--- src/rtl/ls_unit.sv ---
// Load/store unit between MEM stage and data_mem.
// Serializes one access at a time; sub-dword stores are read-modify-write.
module ls_unit #(
  parameter int WORD = 64
) (
  input  logic            clk,
  input  logic            rst,
  input  logic            req_valid,
  output logic            req_ready,
  input  logic            req_read,
  input  logic            req_write,
  input  logic [1:0]      req_size,
  input  logic            req_sext,
  input  logic [WORD-1:0] req_addr,
  input  logic [WORD-1:0] req_wdata,
  output logic            ld_valid,
  output logic [WORD-1:0] ld_data,
  output logic            err,
  output logic            MemRead,
  output logic            MemWrite,
  output logic [WORD-1:0] mem_addr,
  output logic [WORD-1:0] mem_w_data,
  input  logic [WORD-1:0] mem_r_data
);

  typedef enum logic [2:0] {
    S_IDLE,
    S_LOAD,
    S_STORE,
    S_RMW_RD,
    S_RMW_WR
  } state_t;

  state_t            r_state;
  logic [1:0]        r_size;
  logic              r_sext;
  logic [WORD-1:0]   r_addr;
  logic [WORD-1:0]   r_wdata;
  logic [WORD-1:0]   r_merge_buf;
  logic [WORD-1:0]   r_ld_data;
  logic              r_ld_valid;
  logic              r_err;

  logic              w_misalign;
  logic              w_illegal;
  logic [5:0]        w_shamt;
  logic [WORD-1:0]   w_rd_shift;
  logic [WORD-1:0]   w_ext;
  logic [WORD-1:0]   w_size_mask;
  logic [WORD-1:0]   w_lane_mask;
  logic [WORD-1:0]   w_merged;

  // Alignment check of the incoming request against its size.
  always_comb begin
    w_misalign = 1'b0;
    unique case (req_size)
      2'b00: w_misalign = 1'b0;
      2'b01: w_misalign = req_addr[0];
      2'b10: w_misalign = |req_addr[1:0];
      2'b11: w_misalign = |req_addr[2:0];
      default: w_misalign = 1'b0;
    endcase
  end

  assign w_illegal  = (req_read == req_write) || w_misalign;
  assign w_shamt    = {r_addr[2:0], 3'b000};
  assign w_rd_shift = mem_r_data >> w_shamt;

  // Extract the sized field and zero/sign-extend it for loads.
  always_comb begin
    w_ext = w_rd_shift;
    unique case (r_size)
      2'b00: w_ext = {{(WORD-8){r_sext & w_rd_shift[7]}},
                      w_rd_shift[7:0]};
      2'b01: w_ext = {{(WORD-16){r_sext & w_rd_shift[15]}},
                      w_rd_shift[15:0]};
      2'b10: w_ext = {{(WORD-32){r_sext & w_rd_shift[31]}},
                      w_rd_shift[31:0]};
      2'b11: w_ext = w_rd_shift;
      default: w_ext = w_rd_shift;
    endcase
  end

  // Byte mask covering the store width, before lane positioning.
  always_comb begin
    w_size_mask = '1;
    unique case (r_size)
      2'b00: w_size_mask = {{(WORD-8){1'b0}}, 8'hFF};
      2'b01: w_size_mask = {{(WORD-16){1'b0}}, 16'hFFFF};
      2'b10: w_size_mask = {{(WORD-32){1'b0}}, 32'hFFFF_FFFF};
      2'b11: w_size_mask = '1;
      default: w_size_mask = '1;
    endcase
  end

  assign w_lane_mask = w_size_mask << w_shamt;
  assign w_merged    = (r_merge_buf & ~w_lane_mask) |
                       ((r_wdata << w_shamt) & w_lane_mask);

  // Main FSM: captures requests, sequences accesses, registers results.
  always_ff @(posedge clk or posedge rst) begin
    if (rst) begin
      r_state     <= S_IDLE;
      r_size      <= 2'b00;
      r_sext      <= 1'b0;
      r_addr      <= '0;
      r_wdata     <= '0;
      r_merge_buf <= '0;
      r_ld_data   <= '0;
      r_ld_valid  <= 1'b0;
      r_err       <= 1'b0;
    end else begin
      r_ld_valid <= 1'b0;
      r_err      <= 1'b0;
      unique case (r_state)
        S_IDLE: begin
          if (req_valid) begin
            r_size  <= req_size;
            r_sext  <= req_sext;
            r_addr  <= req_addr;
            r_wdata <= req_wdata;
            if (w_illegal)
              r_err <= 1'b1;
            else if (req_read)
              r_state <= S_LOAD;
            else if (req_size == 2'b11)
              r_state <= S_STORE;
            else
              r_state <= S_RMW_RD;
          end
        end
        S_LOAD: begin
          r_ld_data  <= w_ext;
          r_ld_valid <= 1'b1;
          r_state    <= S_IDLE;
        end
        S_STORE: r_state <= S_IDLE;
        S_RMW_RD: begin
          r_merge_buf <= mem_r_data;
          r_state     <= S_RMW_WR;
        end
        S_RMW_WR: r_state <= S_IDLE;
        default:  r_state <= S_IDLE;
      endcase
    end
  end

  assign req_ready  = (r_state == S_IDLE);
  assign MemRead    = (r_state == S_LOAD) || (r_state == S_RMW_RD);
  assign MemWrite   = (r_state == S_STORE) || (r_state == S_RMW_WR);
  assign mem_addr   = {r_addr[WORD-1:3], 3'b000};
  assign mem_w_data = (r_state == S_STORE)  ? r_wdata  :
                      (r_state == S_RMW_WR) ? w_merged : '0;
  assign ld_valid   = r_ld_valid;
  assign ld_data    = r_ld_data;
  assign err        = r_err;

endmodule

--- config.mk ---
export PLATFORM = sky130hd
export DESIGN_NAME = ls_unit
export DESIGN_NICKNAME = d
export VERILOG_FILES = /design/src/rtl/ls_unit.sv
export SDC_FILE = /design/constraint.sdc
export NUM_CORES = 1
export LEC_CHECK = 0
export ABC_AREA = 1
export CAP_MARGIN = 20
export CORE_AREA = 2 2 260 160
export DETAILED_ROUTE_END_ITERATION = 10
export DIE_AREA = 0 0 262 162
export GPL_TIMING_DRIVEN = 0
export MAX_ROUTING_LAYER = met4
export PLACE_DENSITY = 0.67
export SYNTH_ARGS = -nofsm -noshare
export SYNTH_HDL_FRONTEND = slang
export SYNTH_SLANG_ARGS = --single-unit
--- constraint.sdc ---
create_clock -name clk -period 14.2 [get_ports clk]
set_input_delay 2.84 -clock clk [delete_from_list [all_inputs] [get_ports clk]]
set_output_delay 2.84 -clock clk [all_outputs]
set_load 0.01 [all_outputs]
==> metrics.md <==
| Metric | Value |
|---|---|
| Status | `completed` |
| Fraction of layout cells with a size suffix above 1 | `9.66%` |
| WL/cell | `25.8 µm` |
| Worst Setup Start Kind | `register` |
| Worst-Margin Slew | `1.13 ns` |
| Sequential power share | `33.5%` |
| First-pass GRT wire length | `120000 µm` |
| Endpoints failing setup | `0` |
| Die area | `42400 µm²` |
| CP Data Arrival Time | `3.82 ns` |
| Cell count after synthesis | `2303` |
| Standard-cell rows | `57` |
| Hold WC Path Type | `reg2reg` |
| Clock Path Buffers | `3` |
| CTS tree | `done` |
| Synth cell count leaders | `875 x nand2_1, 264 x dfrtp_1, 232 x o21ai_0, 190 x nand3_1, 189 x inv_1` |
| ANT nets after route | `0` |
| Slew Limit Headroom | `24.6%` |
| Die Y | `162 µm` |
| Syn Area/Cell | `6.87 µm²` |
| Clk pwr share | `26.1%` |
| RSZ-0062 raised after global routing | `no` |
| Leading area contributor after synthesis | `dfrtp_1` |
| Input/output buffers | `393` |
| Reg2reg setup slack | `11.47 ns` |
| CP Launch Point | `r_addr[2]$_DFFE_PP0P_` |
| Num CTS Buffers | `27` |
| Layout Skew | `0.0273 ns` |
| Routed WL | `84700 µm` |
| CTS hold repair buffers | `0` |
| Antenna violations before repair | `3` |
| Fillers | `3828` |
| Gr usage total | `40.6%` |
| Leakage | `10.6 nW` |
| Crit Path Category | `reg2out` |
| Largest net degree at the start of global routing | `133` |
| Final worst-path cycle share | `46.9%` |
| FF/Latch Area | `6610 µm²` |
| Sequential cell area fraction in the yosys report | `41.8%` |
| Ys Warns | `0` |
| Switching share of power | `38.6%` |
| Slew Limit Fails | `0` |
| Ranking of synthesized cells by area | `dfrtp_1 42%, nand2_1 21%, o21ai_0 7.3%, nand3_1 6.0%, inv_1 4.5%` |
| Critical Path End | `mem_w_data[46]` |
| Most common cell in the synthesized netlist | `nand2_1` |
| Crit Reg-Reg Startpoint | `r_addr[1]$_DFFE_PP0P_` |
| Area fraction of the dominant cell type after synthesis | `41.8%` |
| Post-DP HPWL | `69100 µm` |
| Setup TNS | `0 ns` |
| Min cycle time layout | `6.66 ns` |
| Mapped cell area | `15800 µm²` |
| Worst VDD drop | `102 µV` |
| Multi-input logic area | `7190 µm²` |
| Logic pwr share | `40.4%` |
| Post-CTS Resized | `0` |
| H-tree depth | `1` |
| Final core occ | `53.8%` |
| DR DRC count | `0` |
| Worst r2r dst | `ld_data[16]$_DFFE_PP0P_` |
| Distinct cells, synth | `33` |
| Fin. Hold Viols | `0` |
| R2r worst-path depth | `9` |
| Top-Level Pins | `397` |
| Worst EP required | `11.36 ns` |
| Number of global-route vias before repair | `17600` |
| Global route overflow | `0` |
| Clk Latency, worst-skew pair | `0.59 ns` |
| CTS root buf | `clkbuf_16` |
| Clock Sinks | `264` |
| Crit end category | `primary output` |
| FF+latch count, synth | `264` |
| Final Wtd Congestion | `1.02` |
| Crit Path Max Fanout | `10` |
| Average vias per placed instance | `5.59` |
| Primary FF master, synth | `dfrtp_1` |
| Internal power | `0.00190 W` |
| Die width | `262 µm` |
| DRT Pass-1 Iters | `6` |
| Initial core utilization | `39.6%` |
| Post-CTS Setup Inserts | `0` |
| Post-synth ARST share | `100%` |
| Fmax achieved | `0.150 GHz` |
| Number of synthesized flops with an enable pin | `0` |
| Clock transition at path regs | `0.07 ns` |
| Starting DRC count in detailed routing | `2404` |
| # nets final | `2932` |
| P_sw | `0.00119 W` |
| Area growth from synthesis to layout | `35.9%` |
| Maxcap violations | `0` |
| Via count | `18400` |
| Worst Min Path Start | `r_addr[9]$_DFFE_PP0P_` |
| Total core area | `39900 µm²` |
| Cell Pwr Density | `144 nW/µm²` |
## through the flow
stage / instances / area (µm²) / power (W) / setup WS [ns] / hold slack, ns
3_3_place_gp: 3229 / 20400 / 0.00223 / 1.10 / 0.456
6_report: 3286 / 21500 / 0.00309 / 7.54 / 0.484
2_1_floorplan: 2305 / 15800 / 0.00162 / 4.09 / 0.444
4_1_cts: 3284 / 21500 / 0.00306 / 7.69 / 0.482
5_1_grt: 3286 / 21500 / 0.00322 / 7.51 / 0.506
3_5_place_dp: 3234 / 20500 / 0.00225 / 8.34 / 0.464
## routing by layer
metal  wire length (µm)  GRT usage (%)  up-vias  share of wire (%)
li1                   -              -     8098                  -
met1              38700           60.8     8940                 46
met2              33500           53.6     1196                 40
met3              10700           12.0      121                 13
met4               1820           7.86        0                2.1
met5                  0              -        -                  0
## power by group through the flow
stage                     combinational, W  sequential, W  clock, W
after floorplan                   0.000568        0.00105         0
after global placement             0.00120        0.00103         0
after detailed placement           0.00121        0.00104         0
after CTS                          0.00122        0.00103  0.000810
after global routing               0.00133        0.00105  0.000837
final                              0.00125        0.00104  0.000806
## flip-flops by register name (all words and copies together), names as in the netlist
signal	flops
r_sext	1
ld_data	64
r_wdata	64
ld_valid	1
r_addr	64
r_state	3
r_merge_buf	64
r_size	2
err	1
## worst min-delay path by stage
stage / endpoint / slack [ns] / cells past startpoint
3_5_place_dp: r_merge_buf[28]$_DFFE_PP0P_ / 0.46 / 2
5_1_grt: r_addr[51]$_DFFE_PP0P_ / 0.51 / 2
3_3_place_gp: r_merge_buf[29]$_DFFE_PP0P_ / 0.46 / 2
2_1_floorplan: r_merge_buf[15]$_DFFE_PP0P_ / 0.44 / 2
4_1_cts: r_merge_buf[28]$_DFFE_PP0P_ / 0.48 / 2
6_report: r_addr[9]$_DFFE_PP0P_ / 0.48 / 2
## layout make-up
cell class / instances / area share, %
repair buffers: 398 / 18.7
clock inverters: 11 / 0.961
plain buffers: 211 / 5.89
flip-flops and latches: 264 / 30.8
well taps: 531 / 3.09
diodes: 2 / 0.0233
clock buffers: 39 / 3.59
multi-input cells: 1628 / 33.4
inverters: 202 / 3.59
## worst max-delay path, stage by stage, from the launching register on
cell	delay [ns]
dfrtp_1	0.33
buf_2	0.20
buf_2	0.42
buf_1	0.81
nand2_1	0.41
o21ai_0	0.28
o21ai_0	0.10
nand2_1	0.09
clkdlybuf4s50_1	0.58
## cell families (layout without fill, tap and decap cells)
kind of cell,count (synthesis),count (layout),share of synthesized area (%)
xor gates and xnor gates,1,1,0.0554
and+or+nand+nor,1240,1240,32.1
DFF,264,264,41.8
buffers and inverters,413,861,12.8
AOI/OAI and AO/OA,384,384,13.2
other,1,5,0.0237
## layout by cell type (no fill, tap or decap), types with 36 or more instances in the layout
master           count
dfrtp_1            264
o211ai_1            37
buf_4               81
clkbuf_1            55
o21ai_1             53
buf_2               58
nor2_1             104
nand3_1            190
a21oi_1             36
nand2_1            875
o21ai_0            232
clkdlybuf4s50_1    393
or2_2               45
inv_1              188
(Power assumes the default switching activity.)
